==> src/rtl/dsp_div_signed_seq_active_low_async_reset.sv <==
// Sequential signed divider: radix-2 restoring on magnitudes, sign fix-up and
// quotient saturation afterwards. Fixed latency, start/done handshake.
module dsp_div_signed_seq_active_low_async_reset #(
  parameter int unsigned DIVIDEND_W = 38,
  parameter int unsigned DIVISOR_W  = 18,
  parameter int unsigned QUOT_W     = 20
) (
  input  logic                  clk,
  input  logic                  reset,
  input  logic                  start,
  input  logic [DIVIDEND_W-1:0] dividend,
  input  logic [DIVISOR_W-1:0]  divisor,
  output logic                  busy,
  output logic                  done,
  output logic [QUOT_W-1:0]     quotient,
  output logic [DIVISOR_W-1:0]  remainder,
  output logic                  div_by_zero,
  output logic                  overflow
);

  localparam int unsigned CNT_W = $clog2(DIVIDEND_W);
  localparam int unsigned MAG_W = DIVIDEND_W + 1;
  localparam int unsigned DM_W  = DIVISOR_W + 1;

  typedef enum logic [1:0] {S_IDLE, S_RUN, S_FIX, S_DONE} state_t;

  state_t                state_q;
  logic [CNT_W-1:0]      cnt_q;
  logic [MAG_W-1:0]      quo_q, quo_d;
  logic [DM_W-1:0]       rem_q, rem_d;
  logic [DM_W-1:0]       dsr_q;
  logic                  sa_q, sb_q, zero_q;
  logic [QUOT_W-1:0]     res_q_q, res_q_d;
  logic [DIVISOR_W-1:0]  res_r_q, res_r_d;
  logic                  res_dz_q, res_ov_q, res_ov_d;

  logic [DM_W:0]         partial;
  logic                  ge;
  logic [MAG_W-1:0]      dvd_ext, dvd_mag, lim;
  logic [DM_W-1:0]       dsr_ext, dsr_mag;
  logic                  neg;
  logic [QUOT_W-1:0]     qt;
  logic [DIVISOR_W-1:0]  rt;

  always_comb begin
    partial = {rem_q, quo_q[DIVIDEND_W-1]};
    ge      = partial >= {1'b0, dsr_q};
    rem_d   = ge ? DM_W'(partial - {1'b0, dsr_q}) : partial[DM_W-1:0];
    quo_d   = {1'b0, quo_q[DIVIDEND_W-2:0], ge};

    // one extra magnitude bit keeps the most negative operands exact
    dvd_ext = {dividend[DIVIDEND_W-1], dividend};
    dvd_mag = dividend[DIVIDEND_W-1] ? (~dvd_ext + MAG_W'(1)) : dvd_ext;
    dsr_ext = {divisor[DIVISOR_W-1], divisor};
    dsr_mag = divisor[DIVISOR_W-1] ? (~dsr_ext + DM_W'(1)) : dsr_ext;

    neg = sa_q ^ sb_q;
    lim = neg ? (MAG_W'(1) << (QUOT_W-1))
              : ((MAG_W'(1) << (QUOT_W-1)) - MAG_W'(1));
    qt  = quo_q[QUOT_W-1:0];
    rt  = rem_q[DIVISOR_W-1:0];

    res_q_d  = neg ? (~qt + QUOT_W'(1)) : qt;
    res_r_d  = sa_q ? (~rt + DIVISOR_W'(1)) : rt;
    res_ov_d = 1'b0;
    if (zero_q) begin
      res_q_d = '0;
      res_r_d = '0;
    end else if (quo_q > lim) begin
      res_q_d  = neg ? {1'b1, {(QUOT_W-1){1'b0}}} : {1'b0, {(QUOT_W-1){1'b1}}};
      res_r_d  = '0;
      res_ov_d = 1'b1;
    end
  end

  always_ff @(posedge clk or negedge reset) begin
    if (!reset) begin
      state_q     <= S_IDLE;
      cnt_q       <= '0;
      quo_q       <= '0;
      rem_q       <= '0;
      dsr_q       <= '0;
      sa_q        <= 1'b0;
      sb_q        <= 1'b0;
      zero_q      <= 1'b0;
      res_q_q     <= '0;
      res_r_q     <= '0;
      res_dz_q    <= 1'b0;
      res_ov_q    <= 1'b0;
      busy        <= 1'b0;
      done        <= 1'b0;
      quotient    <= '0;
      remainder   <= '0;
      div_by_zero <= 1'b0;
      overflow    <= 1'b0;
    end else begin
      done <= 1'b0;
      case (state_q)
        S_IDLE: begin
          if (start) begin
            quo_q   <= dvd_mag;
            rem_q   <= '0;
            dsr_q   <= dsr_mag;
            sa_q    <= dividend[DIVIDEND_W-1];
            sb_q    <= divisor[DIVISOR_W-1];
            zero_q  <= (divisor == '0);
            cnt_q   <= '0;
            busy    <= 1'b1;
            state_q <= S_RUN;
          end
        end
        S_RUN: begin
          quo_q <= quo_d;
          rem_q <= rem_d;
          cnt_q <= cnt_q + CNT_W'(1);
          if (cnt_q == CNT_W'(DIVIDEND_W-1)) state_q <= S_FIX;
        end
        S_FIX: begin
          res_q_q  <= res_q_d;
          res_r_q  <= res_r_d;
          res_dz_q <= zero_q;
          res_ov_q <= res_ov_d;
          state_q  <= S_DONE;
        end
        S_DONE: begin
          quotient    <= res_q_q;
          remainder   <= res_r_q;
          div_by_zero <= res_dz_q;
          overflow    <= res_ov_q;
          done        <= 1'b1;
          busy        <= 1'b0;
          state_q     <= S_IDLE;
        end
        default: state_q <= S_IDLE;
      endcase
    end
  end

endmodule

==> config.mk <==
export PLATFORM = sky130hd
export DESIGN_NAME = dsp_div_signed_seq_active_low_async_reset
export DESIGN_NICKNAME = d
export VERILOG_FILES = /design/src/rtl/dsp_div_signed_seq_active_low_async_reset.sv
export SDC_FILE = /design/constraint.sdc
export NUM_CORES = 1
export LEC_CHECK = 0
export CAP_MARGIN = 20
export CORE_ASPECT_RATIO = 1.1
export CORE_MARGIN = 10
export CORE_UTILIZATION = 30
export CTS_BUF_LIST = sky130_fd_sc_hd__clkbuf_4
export CTS_CLUSTER_DIAMETER = 150
export DETAILED_ROUTE_END_ITERATION = 7
export PLACE_DENSITY = 0.53
export REMOVE_ABC_BUFFERS = 1
export SKIP_CTS_REPAIR_TIMING = 1
export SYNTH_ARGS = -nofsm -noshare
export SYNTH_HDL_FRONTEND = slang
export SYNTH_SLANG_ARGS = --single-unit
==> constraint.sdc <==
create_clock -name clk -period 3.6 [get_ports clk]
set_input_delay 0.54 -clock clk [delete_from_list [all_inputs] [get_ports clk]]
set_output_delay 0.54 -clock clk [all_outputs]
set_load 0.1 [all_outputs]
== Word level (Yosys, flattened, before mapping) ==
Index checks and enable logic that the tools add are counted.
Operators by class
  add/subtract/negate cells: 6
  order comparisons: 2
  equal/unequal tests: 6
  mux-type cells: 25
  bitwise logic cells: 5
  reduce and logical (&&, ||, !) cells: 8
Operators by type and width (count)
  $mux 20: 5
  $mux 39: 2
  $pmux 39 s2: 1
  $mux 19: 3
  $mux 18: 3
  $add 39x1->39 const B: 1
  $gt 39x20->1: 1
  $not 39->39: 1
  $pmux 19 s2: 1
  $add 20x1->20 const B: 1
  $ge 20x19->1: 1
  $not 20->20: 1
  $add 19x1->19 const B: 1
  $not 19->19: 1
  $sub 19x19->19: 1
  $add 18x1->18 const B: 1
  $logic_not 18->1: 1
  $not 18->18: 1
  $pmux 6 s2: 1
  $pmux 2 s4: 1
  $reduce_and 2->1: 4
  $add 6x1->6 const B: 1
  $eq 6x6->1 const B: 1
  $mux 6: 1
  9 further kinds: 16
Word-level totals
  flip-flop bits (word level): 170
  input bits: 59
  output and inout port bits: 42
  logic and storage cells: 70

== Depth between registers and ports, before layout ==
Gate-level depths: netlist of the first run.
  depth in word-level cells: 5
  gate-level depth with buffers: 14
  depth with buffers taken out: 11

== Worst setup path before layout of the first run ==
OpenSTA, ideal clock, no wires.
  path type: reg-to-reg
  start: reg sa_q
  end: reg res_q_q[17]
  setup time: 0.090 ns
  arrival time: 3.536 ns
  data required time: 3.510 ns
  path slack: -0.027 ns
  cell stages (with the launch flop): 14
  path buffers: 4
  clock period less this slack: 3.627 ns
  path through: dfrtp_1 clkbuf_1 xor2_1 clkbuf_1 clkbuf_1 ha_1 a211oi_1 nor2_1 o311ai_0 nand4_1 nand2_1 nand2_1 clkbuf_1 o221ai_1
On the way
  cells in the longest elaborated chain, start to end: 5
Ends and longest elaborated chain
  from (decl): RTL line 32  | logic sa_q, sb_q, zero_q;
  from (signal assigned): RTL line 104  | sa_q <= dividend[DIVIDEND_W-1];
  $xor 1x1->1 *: RTL line 57  | neg = sa_q ^ sb_q;
  $mux 20: RTL line 58, 70
  $gt 39x20->1: RTL line 69  | end else if (quo_q > lim) begin
  $mux 20 *: RTL line 69
  $mux 20 *: RTL line 66  | if (zero_q) begin
  to (signal assigned): RTL line 119  | res_q_q <= res_q_d;
  to (decl): RTL line 33  | logic [QUOT_W-1:0] res_q_q, res_q_d;
Every way passes the cells marked *; elsewhere a longest branch is shown, timed or not.
A chain may end at the register's enable or synchronous reset.

== Worst setup path after layout of the first run ==
  start: reg sb_q
  end: reg res_q_q[7]
On the way
  cells in the longest elaborated chain, start to end: 5
Ends and longest elaborated chain
  from (decl): RTL line 32
  from (signal assigned): RTL line 105  | sb_q <= divisor[DIVISOR_W-1];
  $xor 1x1->1 *: RTL line 57
  $mux 20: RTL line 58, 70
  $gt 39x20->1: RTL line 69
  $mux 20 *: RTL line 69
  $mux 20 *: RTL line 66
Marks and branches as above.

==> out/qor.yml, run 1 <==
synthTopCellsByArea: "dfrtp_1, ha_1, xor2_1, mux2_2, o21ai_0"
final_area_um2: 12300
antenna_found_initial: 1
detail_route.wirelength_mm: 28.3
layout_min_cycle_time_ns: 3.31
clock_skew_ns: 0.0346
core_um2: 34100
grtUsageTotal_pct: 13.3
outcome: "finished, final reports clean"
die_h_um: 215
layout-drive-gt1-share_pct: 11.3
drt_iter0_drc: 582
r2r_cells: 11
dp_hpwl_mm: 21.4
cp-end-kind: "flop"
numCtsBuffers: 17
whs_ns: 0.394
clk_latency_ns: 0.59
final-setup-viol-count: 0
required_ns: 4.09
nNetsFinal: 1296
cts_tree: "yes"
cp-start-kind: "flop"
dp_cells: 1605
ys_ff_latch: 170
p_leak_nw: 5.20
wl_met1_mm: 13.9
p_total_mw: 11.3
clk_pin_slew_ns: 0.16
yosys.area.top_type_share_pct: 41.1
nFillCells: 3521
areaGrowthSynthToFinish_pct: 18.4
die_area_um2: 42300
io_buffers: 100
rsz0062_at_grt: "false"
dr.pass1.iters: 5
drt-wirelength-per-cell_um: 17.3
worstSetupPathType: "flop to flop"
synth_largest_area_cell: "dfrtp_1"
powerDensity_nw_per_um2: 923
finalHoldViolCount: 0
worstHoldPathType: "input port to async pin"
slew_violations: 0
synth_area_um2: 10400
synth_edf_count: 0
wl_met2_mm: 13.2
critPathMaxFanout: 37
seq_area_frac_synth_pct: 41.1
globalplace.congestion: 0.883
max-cap-violations: 0
vias_per_cell: 5.14
yosys-top-cells-count: "dfrtp_1, o21ai_0, nand2_1, inv_1, xor2_1"
fmax_mhz: 302
grt_pass1_wl_mm: 46.1
worstPathArrival_ns: 3.80
htreeDepth: 4
drc: 0
syn_inst: 1096
dpl_cell_area_um2: 11900
tightestPinTransition_ns: 1.05
synth_cell_types: 63
clkSinkCount: 170
post-route-period-util_pct: 92.0
start_util_pct: 30.3
yosys_warnings: 0
maxSlewHeadroom_pct: 29.7
clock-root-buffer: "clkbuf_4"
grt_pass1_vias: 8256
avgSynthCellArea_um2: 9.44
grt_max_degree: 82
rows: 71
top_layer_used: "met4"
vias: 8414
synth_ff_type: "dfrtp_1"
final_cells: 1638
peakVddDrop_mv: 0.306
cts_buffer_depth: 2
synth_most_common_cell: "dfrtp_1"
grt_overflow: 0
async_reset_ff_share_pct: 100
dr_wl_met3_um: 975
die_x_um: 197
ant_nets: 0
num_io_pins: 101
[cells in the final DEF, fill, tap and decap left out, types with 6 or more instances in the layout]
cell type	synthesis	routed
nand2_1	83	83
dfrtp_1	170	170
nor4_1	9	9
o22ai_1	49	49
a22oi_1	17	17
or4_4	8	8
a211oi_1	9	9
nor3_1	13	13
a21o_1	6	6
a21oi_1	53	53
inv_1	75	75
o31ai_1	23	23
nor2_1	46	46
nor2b_1	6	6
o221ai_1	13	13
or3_1	16	16
buf_4	0	27
xor2_1	65	64
clkdlybuf4s50_1	0	99
a32oi_1	8	8
o41ai_1	9	9
ha_1	49	48
mux2i_1	16	16
clkbuf_4	0	20
or4_1	9	9
mux2_2	50	50
nand4_1	10	10
nand2b_1	13	13
nand3_1	17	17
o21ai_0	103	103
xnor2_1	28	28
[critical path, cell delays in order (launching register included)]
cell	delay [ns]
dfrtp_1	0.47
xor2_2	0.18
buf_12	0.19
ha_1	0.32
nand4_1	0.15
nor3_1	0.30
nand3b_1	0.10
or4_1	0.59
nand2_1	0.36
nand2_1	0.15
buf_4	0.21
o221ai_1	0.17
[state kept, by name, summed over array words and instances (netlist names), 6 cells and up]
name	flops
remainder	18
cnt_q	6
quotient	20
res_q_q	20
dsr_q	19
rem_q	19
res_r_q	18
quo_q	39
[worst paths after layout]
check / start / end / slack (ns)
max reg2reg: sb_q / res_q_q[7] / 0.29
max: sb_q / res_q_q[7] / 0.29
min: reset / dsr_q[16] / 0.39
max in group asynchronous: reset / quotient[0] / 2.45
min in group clk: dsr_q[10] / dsr_q[10] / 0.50
min reg2reg: dsr_q[10] / dsr_q[10] / 0.50
[cells by family (layout without fill, tap and decap cells)]
logic type,count (synthesis),after routing,share of synthesized area (%)
DFF,170,170,41.1
muxes,66,66,6.99
buffers and inverters,136,239,5.04
other,0,1,0
and+or+nand+nor,259,259,13.3
AOI/OAI and AO/OA,322,322,19.6
adders and majority gates,50,50,6.12
xor gates and xnor gates,93,93,7.87
[report_power, final]
part | switching, mW | internal [mW] | total, mW
Clock | 0.701 | 0.501 | 1.20
Combinational | 4.11 | 2.72 | 6.83
Sequential | 0.715 | 2.57 | 3.28
Total | 5.53 | 5.79 | 11.3
[metrics by stage]
step           setup TNS, ns  worst slack (ns)  utilization [%]
3_3_place_gp               0             0.161             35.0
3_5_place_dp               0             0.150             35.0
6_report                   0             0.288             35.9
2_1_floorplan         -52.20             -1.48                -
5_1_grt                    0            0.0253             35.9
4_1_cts                    0             0.308             35.9
[per-layer routing]
metal,vias up,global-route usage [%]
li1,4157,-
met2,131,21.2
met3,21,2.36
met1,4105,18.2
met5,-,0
met4,0,3.28
[layout make-up]
| class | count | area, µm² | share of cell area [%] |
|---|---|---|---|
| repair buffers | 131 | 1270 | 10.4 |
| clock buffers | 20 | 150 | 1.23 |
| diodes | 1 | 2.50 | 0.0204 |
| well taps | 438 | 548 | 4.47 |
| clock inverters | 11 | 148 | 1.21 |
| multi-input cells | 790 | 5590 | 45.6 |
| flip-flops and latches | 170 | 4250 | 34.7 |
| inverters | 77 | 289 | 2.36 |
No activity file was read; power rests on OpenSTA's default activity.
==> run 2, diff against run 1 <==
ABC_AREA = 1   (was not set)
CAP_MARGIN = 5   (was 20)
==> run 2 against run 1 <==
  * Total power rose by 5.9%
  * First-iteration DRC count fell by 6.4%
  * Sequential power fell by 4%
  * Register-to-register slack improved by 0.29 ns
  * Worst hold slack got worse by 0.41 ns
  * The run now ends with negative hold slack left
  * Via count rose by 19%
  * Global-route usage rose by 0.63 points
  * Count of clock-buffer cells in the layout fell by 2
==> out/qor.yml, run 2 <==
synthTopCellsByArea: "dfrtp_1, nand2_1, inv_1, nand3_1, ha_1"  # was dfrtp_1, ha_1, xor2_1, mux2_2, o21ai_0
dp_hpwl_mm: 24.3  # was 21.4 mm
fmax_mhz: 331  # was 302 MHz
regMostFlops: "quo_q"  # unchanged
cts_tree: "yes"  # unchanged
crit_chain: "inv_2, nand2_1, nand2_1, inv_2, ha_1, nand2_1, inv_1, a21oi_1, nand2_1, nand2_1, nand2_1, nand2_1, nand2_2, nand2_4, nand2_4, o21ai_0"  # was xor2_2, buf_12, ha_1, nand4_1, nor3_1, nand3b_1, or4_1, nand2_1, nand2_1, buf_4, o221ai_1
rows: 74  # was 71
synth_most_common_cell: "nand2_1"  # was dfrtp_1
detail_route.wirelength_mm: 31.3  # was 28.3 mm
p_int_mw: 5.64  # was 5.79 mW
async_reset_ff_share_pct: 100  # unchanged
synth_largest_area_cell: "dfrtp_1"  # unchanged
slew_violations: 0  # unchanged
antenna_found_initial: 2  # was 1
ys_ff_latch: 170  # unchanged
peakVddDrop_mv: 0.377  # was 0.306 mV
clkSinkCount: 170  # unchanged
clk_latency_ns: 0.59  # about the same
vias_per_cell: 4.61  # was 5.14
p_total_mw: 12.0  # was 11.3 mW
ant_nets: 0  # unchanged
grt_overflow: 0  # unchanged
powerDensity_nw_per_um2: 915  # was 923 nW/µm²
max-cap-violations: 0  # unchanged
synth_edf_count: 0  # unchanged
dr.pass1.iters: 5  # unchanged
cts_buffer_depth: 2  # unchanged
seq_area_frac_synth_pct: 38.1  # was 41.1%
grt_pass1_wl_mm: 52.0  # was 46.1 mm
clock_skew_ns: 0.0271  # was 0.0346 ns
worstSetupPathType: "flop to flop"  # unchanged
p_seq_share_pct: 26.4  # was 29.0%
vias: 10000  # was 8414
yosys-top-cells-count: "nand2_1, inv_1, dfrtp_1, nor2_1, nand3_1"  # was dfrtp_1, o21ai_0, nand2_1, inv_1, xor2_1
synth_top_family_by_area: "simple AND/OR/NAND/NOR gates"  # was compound AO/OA/AOI/OAI gates
io_buffers: 100  # unchanged
r2r_cells: 16  # was 11
p_sw_mw: 6.34  # was 5.53 mW
htreeDepth: 4  # unchanged
tightestPinTransition_ns: 1.01  # was 1.05 ns
rsz0062_at_grt: "false"  # unchanged
cp-end-kind: "flop"  # unchanged
critPathMaxFanout: 29  # was 37
final-setup-viol-count: 0  # unchanged
num_io_pins: 101  # unchanged
required_ns: 4.10  # was 4.09 ns
synth_cell_types: 48  # was 63
syn_inst: 1582  # was 1096
core_um2: 36900  # was 34100 µm²
die_h_um: 222  # was 215 µm
yosys_warnings: 0  # unchanged
yosys.area.top_type_share_pct: 38.1  # was 41.1%
globalplace.congestion: 0.904  # was 0.883
setup_tns_ns: 0  # unchanged
slowest_stage: "dfrtp_1"  # was or4_1
synth-xor-area-share_pct: 5.33  # was 7.87%
die_area_um2: 45400  # was 42300 µm²
post-route-period-util_pct: 83.8  # was 92.0%
clkPwrFrac_pct: 11.1  # was 10.6%
numCtsBuffers: 17  # unchanged
slowest_delay_ns: 0.62  # was 0.59 ns
p_sw_share_pct: 52.9  # was 48.9%
crit_top_cell: "nand2_1"  # unchanged
synth_area_um2: 11200  # was 10400 µm²
p_leak_nw: 6.56  # was 5.20 nW
nNetsFinal: 1780  # was 1296
layout_min_cycle_time_ns: 3.02  # was 3.31 ns
worstPathArrival_ns: 3.51  # was 3.80 ns
drt_iter0_drc: 545  # was 582
synth_ff_type: "dfrtp_1"  # unchanged
whs_ns: -0.0171  # was 0.394 ns
grtUsageTotal_pct: 13.9  # was 13.3%
clock-root-buffer: "clkbuf_4"  # unchanged
mostFrequentLayoutCell: "nand2_1"  # was dfrtp_1
violations: "negative hold slack"
avgSynthCellArea_um2: 7.06  # was 9.44 µm²
largest_reg_flops: 39  # unchanged
outcome: "finished, violations left"  # was finished, final reports clean
cp-start-kind: "flop"  # unchanged
synth_simple_gate_area_share_pct: 32.7  # was 13.3%
top_regs: "quo_q (39), quotient (20), res_q_q (20)"  # unchanged
synthAdderAreaFrac_pct: 5.67  # was 6.12%
finalHoldViolCount: 12  # was 0
final_cell_mix: "nand2_1, inv_1, dfrtp_1"  # was dfrtp_1, o21ai_0, clkdlybuf4s50_1
grt_pass1_vias: 9897  # was 8256
drt-wirelength-per-cell_um: 14.4  # was 17.3 µm
grt_max_degree: 85  # was 82
clk_pin_slew_ns: 0.14  # was 0.16 ns
synth_mux_area_share_pct: 0  # was 6.99%
maxSlewHeadroom_pct: 32.3  # was 29.7%
layout-drive-gt1-share_pct: 5.23  # was 11.3%
synth-compound-area-share_pct: 10.1  # was 19.6%
power_frac_comb_pct: 62.6  # was 60.3%
worstHoldPathType: "input port to async pin"  # unchanged
die_x_um: 204  # was 197 µm
areaGrowthSynthToFinish_pct: 17.2  # was 18.4%
drc: 0  # unchanged
post-route-util_pct: 35.4  # was 35.9%
start_util_pct: 30.2  # was 30.3%
run 2: cells by family (layout without fill, tap and decap cells):
logic type      count (synthesis)  after routing
simple gates                  874            874
fa+ha+maj                      50             50
other cells                     0              1
compound gates                190            190
flops                         170            170
xor+xnor                       68             68
buf+inv                       230            332
run 2: path summary, 6_finish.rpt:
kind	end	slack [ns]	start
max in group asynchronous	dsr_q[9]	2.81	reset
min in group clk	remainder[14]	0.49	remainder[14]
worst min-delay path	done	-0.02	reset
worst max-delay path	res_r_q[17]	0.58	sa_q
worst max register to register	res_r_q[17]	0.58	sa_q
worst min register to register	remainder[14]	0.49	remainder[14]
run 2: cell type report:
class | count | area [µm²]
antenna | 1 | 2.50
fill | 3961 | 23900
clock buffer | 18 | 135
inverter | 180 | 676
tap | 494 | 618
timing repair buffer | 120 | 1180
clock inverter | 14 | 206
sequential | 170 | 4250
multi-input combinational | 1182 | 6020
run 2: power groups by stage:
stage	Combinational (mW)	Clock, mW	Sequential (mW)
after floorplan	4.81	0	3.83
after global placement	7.44	0	3.19
after detailed placement	7.55	0	3.20
after CTS	7.57	1.38	3.16
after global routing	8.55	1.45	3.26
final	7.49	1.33	3.16
run 2: layer usage:
metal | track usage, % | routed length [µm]
met4 | 3.28 | 373
met2 | 23.9 | 14900
met5 | 0 | 8
met3 | 1.82 | 871
met1 | 18.1 | 15200
run 2: worst max-delay path, delay by kind of cell, from the launching register on:
kind	cells	cell delay, ns
AND/OR/NAND/NOR	10	1.02
flip-flops	1	0.62
buffers and inverters	3	0.59
adder cells (fa/ha/maj)	1	0.34
AO/OA/AOI/OAI	2	0.34
run 2: stage by stage:
step	hold WS, ns	cells	area, µm²	worst slack (ns)
final	-0.0171	2179	13100	0.583
after global routing	0.00641	2179	13100	0.284
after CTS	-0.00735	2178	13100	0.563
after detailed placement	0.457	2146	12700	0.614
after global placement	0.454	2146	12700	0.729
after floorplan	0.244	1532	10900	-0.00323
